[src/rtl/cam_init_sequencer.sv]
// Table-driven camera bring-up: replays a sensor register table over I2C, honours delay
// entries, then waits for pixel PLL lock before releasing the MIPI bridge from reset.
module cam_init_sequencer #(
    parameter int unsigned ADDR_W       = 5,
    parameter int unsigned DELAY_UNIT   = 1000,
    parameter int unsigned MAX_RETRY    = 3,
    parameter int unsigned LOCK_TIMEOUT = 65535
) (
    input  logic              clk_i,
    input  logic              reset_i,
    input  logic              start_i,
    output logic [ADDR_W-1:0] rom_addr_o,
    input  logic [31:0]       rom_data_i,
    output logic              i2c_req_o,
    output logic [15:0]       i2c_addr_o,
    output logic [7:0]        i2c_data_o,
    input  logic              i2c_ready_i,
    input  logic              i2c_done_i,
    input  logic              i2c_nack_i,
    input  logic              pll_lock_i,
    output logic              mipi_reset_n_o,
    output logic              busy_o,
    output logic              done_o,
    output logic              error_o,
    output logic [1:0]        err_code_o
);

    typedef enum logic [3:0] {
        StIdle, StFetch, StDecode, StI2cReq, StI2cWait, StDelay, StLockWait, StDone, StError
    } state_e;

    localparam logic [ADDR_W-1:0] LastIdx   = '1;
    localparam logic [31:0]       LockLimit = 32'(LOCK_TIMEOUT - 1);

    state_e            state_q, state_d;
    logic [ADDR_W-1:0] idx_q, idx_d;
    logic [15:0]       addr_q, addr_d;
    logic [7:0]        data_q, data_d;
    logic [31:0]       retry_q, retry_d;
    logic [31:0]       cnt_q, cnt_d;
    logic [1:0]        code_q, code_d;
    logic              advance;
    logic [31:0]       delay_cycles;

    assign delay_cycles = 32'(rom_data_i[23:8]) * DELAY_UNIT;

    always_ff @(posedge clk_i) begin
        if (reset_i) begin
            state_q <= StIdle;
            idx_q   <= '0;
            addr_q  <= '0;
            data_q  <= '0;
            retry_q <= '0;
            cnt_q   <= '0;
            code_q  <= '0;
        end else begin
            state_q <= state_d;
            idx_q   <= idx_d;
            addr_q  <= addr_d;
            data_q  <= data_d;
            retry_q <= retry_d;
            cnt_q   <= cnt_d;
            code_q  <= code_d;
        end
    end

    // cnt_q is shared: down-counter in StDelay, up-counting lock timer in StLockWait.
    always_comb begin
        state_d = state_q;
        idx_d   = idx_q;
        addr_d  = addr_q;
        data_d  = data_q;
        retry_d = retry_q;
        cnt_d   = cnt_q;
        code_d  = code_q;
        advance = 1'b0;
        unique case (state_q)
            StIdle, StDone, StError: begin
                if (start_i) begin
                    state_d = StFetch;
                    idx_d   = '0;
                    code_d  = 2'd0;
                end
            end
            StFetch: state_d = StDecode;
            StDecode: begin
                unique case (rom_data_i[31:30])
                    2'b00: begin
                        state_d = StI2cReq;
                        addr_d  = rom_data_i[23:8];
                        data_d  = rom_data_i[7:0];
                        retry_d = '0;
                    end
                    2'b01: begin
                        if (rom_data_i[23:8] == 16'd0) begin
                            advance = 1'b1;
                        end else begin
                            state_d = StDelay;
                            cnt_d   = delay_cycles - 32'd1;
                        end
                    end
                    default: begin
                        state_d = StLockWait;
                        cnt_d   = '0;
                    end
                endcase
            end
            StI2cReq: begin
                if (i2c_ready_i) state_d = StI2cWait;
            end
            StI2cWait: begin
                if (i2c_done_i) begin
                    if (!i2c_nack_i) begin
                        advance = 1'b1;
                    end else if (retry_q < MAX_RETRY) begin
                        retry_d = retry_q + 32'd1;
                        state_d = StI2cReq;
                    end else begin
                        state_d = StError;
                        code_d  = 2'd1;
                    end
                end
            end
            StDelay: begin
                if (cnt_q == 32'd0) advance = 1'b1;
                else                cnt_d   = cnt_q - 32'd1;
            end
            StLockWait: begin
                if (pll_lock_i) begin
                    state_d = StDone;
                end else if (cnt_q >= LockLimit) begin
                    state_d = StError;
                    code_d  = 2'd2;
                end else begin
                    cnt_d = cnt_q + 32'd1;
                end
            end
            default: state_d = StIdle;
        endcase

        // Running off the end of the table acts as an implicit END.
        if (advance) begin
            if (idx_q == LastIdx) begin
                state_d = StLockWait;
                cnt_d   = '0;
            end else begin
                idx_d   = idx_q + 1'b1;
                state_d = StFetch;
            end
        end
    end

    assign rom_addr_o     = idx_q;
    assign i2c_req_o      = (state_q == StI2cReq);
    assign i2c_addr_o     = addr_q;
    assign i2c_data_o     = data_q;
    assign done_o         = (state_q == StDone);
    assign mipi_reset_n_o = (state_q == StDone);
    assign error_o        = (state_q == StError);
    assign busy_o         = !(state_q inside {StIdle, StDone, StError});
    assign err_code_o     = code_q;

endmodule

[config.mk]
export PLATFORM = sky130hd
export DESIGN_NAME = cam_init_sequencer
export DESIGN_NICKNAME = d
export VERILOG_FILES = /design/src/rtl/cam_init_sequencer.sv
export SDC_FILE = /design/constraint.sdc
export NUM_CORES = 1
export LEC_CHECK = 0
export CAP_MARGIN = 0
export CORE_AREA = 4 4 147 149
export DETAILED_ROUTE_END_ITERATION = 12
export DIE_AREA = 0 0 151 153
export SLEW_MARGIN = 20
export SYNTH_ARGS = -nofsm -noshare
export SYNTH_HDL_FRONTEND = slang
export SYNTH_SLANG_ARGS = --single-unit
[constraint.sdc]
create_clock -name clk_i -period 11 [get_ports clk_i]
set_input_delay 1.1 -clock clk_i [delete_from_list [all_inputs] [get_ports clk_i]]
set_output_delay 1.1 -clock clk_i [all_outputs]
set_load 0.02 [all_outputs]
==> run_results.csv, run 1 <==
group,metric,value,unit
status,status,"complete, no violations",
run,max-cap-violations,0,
critical_path,reg2reg_depth,9,
synth,yosys.area_share.xor_xnor,3.32,%
synth,ys.flop_type,"dfxtp_1",
layout,fill_cells,2032,
global_route,grt_pass1_vias,8037,
power_and_ir_drop,power.density,273,nW/um^2
critical_path,reg2reg_to,"cnt_q[18]",
critical_path,critPathKind,"input pin to flop",
clock_tree,cts_made_buffers,9,
global_route,antenna_found_initial,0,
worst_hold_path,hold_depth,2,
critical_path,cp_slowest_cell,"clkdlybuf4s50_1",
detailed_routing,drtIter0Drc,766,
place,io_buffers,68,
timing,worst_slew_pin_slew,1.07,ns
critical_path,arrival,7.09,ns
timing,grt_setup_unrepaired,"no",
timing,period_share,61.9,%
die,dieHeight,153,um
synth,synth_seq_cells,99,
critical_path,cp.required,11.28,ns
worst_hold_path,min-delay-start,"i2c_addr_o[14]",
synth,synth_top_family_by_area,"simple AND/OR/NAND/NOR gates",
clock_tree,cts_resized,0,
synth,syn-num-nets,1299,
synth,synth_mux_area_share,0.810,%
detailed_routing,drc_errors,0,
die,start_util,44.4,%
layout,nets,1333,
critical_path,timing.critical_path.max_delay_family,"adder cells",
clock_tree,root_buffer,"clkbuf_16",
die,fp-row-count,52,
synth,syn-instance-count,1140,
die,ios,75,
synth,synth.cell_area,8960,um^2
die,dieWidth,151,um
synth,synth_area_per_cell,7.86,um^2
clock_tree,clkLatencyLatePin,0.37,ns
place,dp_hpwl,18300,um
synth,synth-compound-area-share,20.9,%
synth,ys.warnings.count,0,
synth,synth-edff-count,0,
clock_tree,cts_tree,"done",
place,place_congestion,0.929,
synth,synth_area_leaders,"dfxtp_1 22%, fa_1 12%, ha_1 9.2%",
die,core,20200,um^2
timing,finalHoldViolations,0,
clock_tree,clock_path_buffers,2,
timing,drv_slew,0,
timing,finalSetupViolations,0,
critical_path,max_stage_delay,0.66,ns
synth,synth_top_cell_by_area,"dfxtp_1",
timing,fmax,147,MHz
detailed_routing,dr.pass1.iters,6,
global_route,grt_max_degree,42,
synth,synth_top_area_share,22.1,%
worst_hold_path,holdPathEnd,"i2c_addr_o[14]",
place,dpl.cell_count,1433,
synth,synthAdderAreaFrac,21.3,%
synth,yosysSeqAreaShare,22.1,%
clock_tree,cts-hold-fix-buffers,0,
timing,fin_crit,6.81,ns
timing,clock_skew,0.0146,ns
critical_path,crit_path_frequent_cell,"fa_1",
critical_path,start_kind,"input pin",
critical_path,reg2reg_from,"state_q[3]",
synth,synth_most_common_cell,"nand2_1",
timing,fin_setup_tns,0,ns
synth,ys_types,86,
critical_path,end_kind,"flop",
synth,synth_common_cells,"117 x nand2_1, 106 x nor2_1, 101 x a21oi_1",
global_route,grt_pass1_wl,40500,um
detailed_routing,vias_per_cell,5.68,
synth,synthSimpleGateAreaFrac,25.1,%
detailed_routing,drtAntennaViolNets,0,
power_and_ir_drop,p_leak,4.08,nW
clock_tree,path_clk_slew,0.09,ns
critical_path,crit_fanout,8,
critical_path,rrSetupSlack,7.57,ns
layout,antenna_cells,0,
synth,synth_async_sr_flop_share,0,%
layout,drive_gt1_share,4.83,%
die,die_area,23100,um^2
clock_tree,clock-sinks,99,
detailed_routing,wl,24000,um
detailed_routing,routedWlPerCell,16.6,um
critical_path,cp_cell_sequence,"clkdlybuf4s50_1 -> inv_1 -> fa_1 -> fa_1 -> fa_1 -> fa_1 -> inv_1 -> ha_1 -> o211ai_2 -> o211a_4 -> o21a_1 -> a211o_1 -> a2111oi_4 -> nand4_2 -> nor4_2 -> nand2_1 -> a221oi_2",
global_route,grt_overflow,0,
worst_hold_path,hold_path.class,"flop to flop",
critical_path,path_buf_inv,3,
layout,final_cells,1449,
clock_tree,htree_num_levels,3,
power_and_ir_drop,vdd_drop_max,0.000136,V
timing,slew_headroom,28.6,%
detailed_routing,via_count,8225,
layout,area_growth,13.0,%
clock_tree,cts_setup_buffers,0,
global_route,grt_usage,21.2,%
## logic make-up after synthesis
| family | after synthesis |
|---|---|
| flip-flops | 99 |
| multiplexers | 7 |
| buffers and inverters | 151 |
| AND/OR/NAND/NOR | 445 |
| adder cells (fa/ha/maj) | 120 |
| XOR/XNOR | 34 |
| AO/OA/AOI/OAI | 284 |
## report_power, final
group	leakage, nW	switching, W	internal [W]	total (W)
clock network	0.149	0.000175	0.000164	0.000338
logic	3.13	0.00118	0.000764	0.00195
registers	0.800	0.0000753	0.000399	0.000475
total	4.08	0.00143	0.00133	0.00276
## sequential cells by signal, summed over array words and instances, names as in the netlist
register    count
i2c_addr_o     16
cnt_q          32
rom_addr_o      5
state_q         4
retry_q        32
err_code_o      2
i2c_data_o      8
## through the flow
| stage | cell area [um^2] | util [%] | power (W) | hold slack (ns) | setup slack (ns) |
|---|---|---|---|---|---|
| after floorplan | 8960 | - | 0.00200 | 0.431 | 5.05 |
| after global placement | 9820 | 48.7 | 0.00239 | 0.442 | 3.85 |
| after detailed placement | 9820 | 48.7 | 0.00240 | 0.445 | 3.81 |
| after CTS | 10100 | 50.2 | 0.00276 | 0.457 | 4.17 |
| after global routing | 10100 | 50.2 | 0.00302 | 0.478 | 3.80 |
| final | 10100 | 50.2 | 0.00276 | 0.456 | 4.19 |
## worst max path at each step
stage	slack, ns	to	depth (start not counted)	from
floorplan	5.05	cnt_q[25]	16	rom_data_i[13]
finish	4.19	cnt_q[29]	17	rom_data_i[9]
global route	3.80	cnt_q[29]	17	rom_data_i[9]
detailed placement	3.81	cnt_q[29]	17	rom_data_i[9]
CTS	4.17	cnt_q[29]	17	rom_data_i[9]
global placement	3.85	cnt_q[29]	17	rom_data_i[9]
## area by class of cell
cell class / instances / area [um^2] / area share [%]
multi-input cells: 890 / 6400 / 63.2
flip-flops and latches: 99 / 1980 / 19.6
repair buffers: 74 / 726 / 7.17
inverters: 100 / 375 / 3.71
well taps: 270 / 338 / 3.34
clock buffers: 9 / 225 / 2.22
clock inverters: 7 / 76.3 / 0.754
## cell usage in the layout, fill, tap and decap left out, drive strengths merged, types with 8 or more instances in the layout
cell type,n
nand2,117
nor2,106
inv,105
a21oi,102
dfxtp,99
clkdlybuf4s50,68
ha,66
fa,54
o21ai,53
nor3,44
nand3,34
nor4,20
and2,19
and3,19
xnor2,19
a31oi,18
nand4,16
xor2,15
nand2b,13
o211ai,13
a21o,12
a211oi,10
clkbuf,9
or2,9
o31ai,8
or3,8
## per-layer routing
metal  track usage [%]  wire (um)
met5                 0          0
met4              5.70        509
met3              2.96        952
met2              35.4      11600
met1              28.7      11000
## worst reg2reg max path: cells and delay by family (launching register included)
family	cells	cell delay, ns
AOI/OAI and AO/OA	2	0.58
DFF	1	0.66
and+or+nand+nor	6	1.85
muxes	1	0.27
(Power assumes the default switching activity.)
==> run 2: changes to the inputs <==
- clock period: 11 -> 6.5 ns (I/O delays scaled with it)
==> run_results.csv, run 2 (synthesized netlist as in run 1, its figures left out) <==
group,metric,value,unit
status,status,"complete, no violations",
die,die_area,23100,um^2
layout,final_cells,1478,
worst_hold_path,holdPathEnd,"i2c_addr_o[14]",
die,start_util,44.4,%
critical_path,critPathKind,"input pin to flop",
detailed_routing,dr.pass1.iters,5,
power_and_ir_drop,comb_power_share,71.3,%
timing,slew_headroom,46.8,%
timing,worst_slew_pin_slew,0.791,ns
clock_tree,clock_path_buffers,2,
critical_path,cp_cell_sequence,"clkdlybuf4s50_1 -> buf_4 -> fa_1 -> fa_1 -> inv_1 -> fa_1 -> fa_1 -> inv_1 -> ha_1 -> o211ai_2 -> o211a_4 -> o21a_1 -> a211o_1 -> a2111oi_4 -> nand4_2 -> nor4_2 -> buf_4 -> nand2_1 -> a221oi_2",
layout,antenna_cells,0,
clock_tree,cts_tree,"done",
power_and_ir_drop,pwr-share-clk,12.0,%
critical_path,rrSetupSlack,3.20,ns
detailed_routing,vias_per_cell,5.59,
place,dpl.cell_count,1462,
timing,whs,0.454,ns
power_and_ir_drop,pwr-share-seq,16.6,%
critical_path,reg2reg_depth,10,
global_route,grt_usage,21.5,%
clock_tree,cts-hold-fix-buffers,0,
die,dieWidth,151,um
power_and_ir_drop,p_int,0.00236,W
detailed_routing,drc_errors,0,
global_route,grt_pass1_vias,8058,
layout,drive_gt1_share,7.12,%
die,fp-row-count,52,
timing,period_share,91.9,%
layout,nets,1362,
clock_tree,clock-sinks,99,
critical_path,crit_fanout,8,
layout,mostFrequentLayoutCells,"117 x nand2_1, 105 x nor2_1, 101 x a21oi_1",
timing,grt_setup_unrepaired,"no",
power_and_ir_drop,netSwitchingFraction,51.1,%
critical_path,max_stage_delay,0.55,ns
layout,final_common_cell,"nand2_1",
critical_path,crit_path_frequent_cell,"fa_1",
die,ios,75,
critical_path,cp_slowest_cell,"clkdlybuf4s50_1",
timing,finalHoldViolations,0,
timing,timing.final.ws_setup,0.526,ns
global_route,antenna_found_initial,0,
power_and_ir_drop,p_sw,0.00246,W
detailed_routing,routedWlPerCell,16.5,um
critical_path,cp.required,6.79,ns
clock_tree,cts_setup_buffers,0,
critical_path,start_kind,"input pin",
worst_hold_path,hold_path.class,"flop to flop",
detailed_routing,via_count,8259,
detailed_routing,wl,24300,um
worst_hold_path,min-delay-start,"i2c_addr_o[14]",
place,dp_hpwl,18800,um
power_and_ir_drop,power.density,466,nW/um^2
timing,fin_setup_tns,0,ns
power_and_ir_drop,vdd_drop_max,0.000194,V
critical_path,reg2reg_from,"state_q[3]",
timing,clock_skew,0.0139,ns
clock_tree,cts_made_buffers,9,
critical_path,end_kind,"flop",
clock_tree,cts_resized,0,
clock_tree,clkLatencyLatePin,0.37,ns
layout,fill_cells,1998,
global_route,grt_overflow,0,
layout,area_growth,15.6,%
place,place_congestion,0.932,
worst_hold_path,hold_depth,2,
timing,fmax,167,MHz
clock_tree,root_buffer,"clkbuf_16",
critical_path,arrival,6.26,ns
clock_tree,htree_num_levels,3,
run,max-cap-violations,0,
global_route,grt_max_degree,42,
global_route,grt_pass1_wl,40800,um
place,place_ws,0.146,ns
power_and_ir_drop,p_leak,4.23,nW
critical_path,reg2reg_to,"cnt_q[25]",
clock_tree,path_clk_slew,0.09,ns
detailed_routing,drtAntennaViolNets,0,
timing,fin_crit,5.97,ns
die,core,20200,um^2
timing,finalSetupViolations,0,
detailed_routing,drtIter0Drc,579,
die,dieHeight,153,um
timing,drv_slew,0,
place,io_buffers,68,
-- run 2: cell types whose count changed in the layout (fill, tap and decap cells not counted), sizes merged --
cell and delta:
buf +29
-- run 2: stage by stage --
stage,util (%),total power (W),cell area (um^2)
6_report,51.3,0.00482,10400
5_1_grt,51.3,0.00530,10400
4_1_cts,51.3,0.00482,10400
3_5_place_dp,49.8,0.00422,10000
3_3_place_gp,49.8,0.00417,10000
2_1_floorplan,-,0.00338,8960
-- run 2: critical path: cells and delay by family --
kind,cells,cell delay [ns]
compound gates,6,1.72
fa+ha+maj,5,2.33
buf+inv,5,1.00
simple gates,3,0.51
-- run 2: per-layer routing --
metal  share of wire, %  track usage [%]
met1                 46             28.6
met2                 48             36.2
met4                1.8             5.05
met3                3.7             3.67
met5                  0                0
-- run 2: worst max-delay path by stage --
stage	from	end
detailed placement	rom_data_i[10]	cnt_q[29]
global placement	rom_data_i[10]	cnt_q[29]
finish	rom_data_i[10]	cnt_q[29]
global route	rom_data_i[13]	cnt_q[29]
CTS	rom_data_i[10]	cnt_q[29]
floorplan	rom_data_i[13]	cnt_q[25]
-- run 2: area by class of cell --
| type | instances | area, um^2 | area share, % |
|---|---|---|---|
| clock buffer | 9 | 225 | 2.18 |
| clock inverter | 7 | 88.8 | 0.858 |
| inverter | 100 | 375 | 3.63 |
| multi-input combinational | 890 | 6400 | 61.8 |
| sequential | 99 | 1980 | 19.1 |
| tap | 270 | 338 | 3.26 |
| timing repair buffer | 103 | 943 | 9.11 |
-- run 2: power groups by stage --
stage | Combinational (W) | Clock [W] | Sequential [W]
global placement | 0.00336 | 0 | 0.000811
global route | 0.00386 | 0.000622 | 0.000817
floorplan | 0.00263 | 0 | 0.000751
CTS | 0.00342 | 0.000597 | 0.000798
detailed placement | 0.00340 | 0 | 0.000811
finish | 0.00344 | 0.000581 | 0.000802
==> run 3: changes to the inputs <==
- CTS_CLUSTER_DIAMETER: not set -> 150
==> results of run 3 <==
Final layout, timing and power as in run 2 (identical DEF).
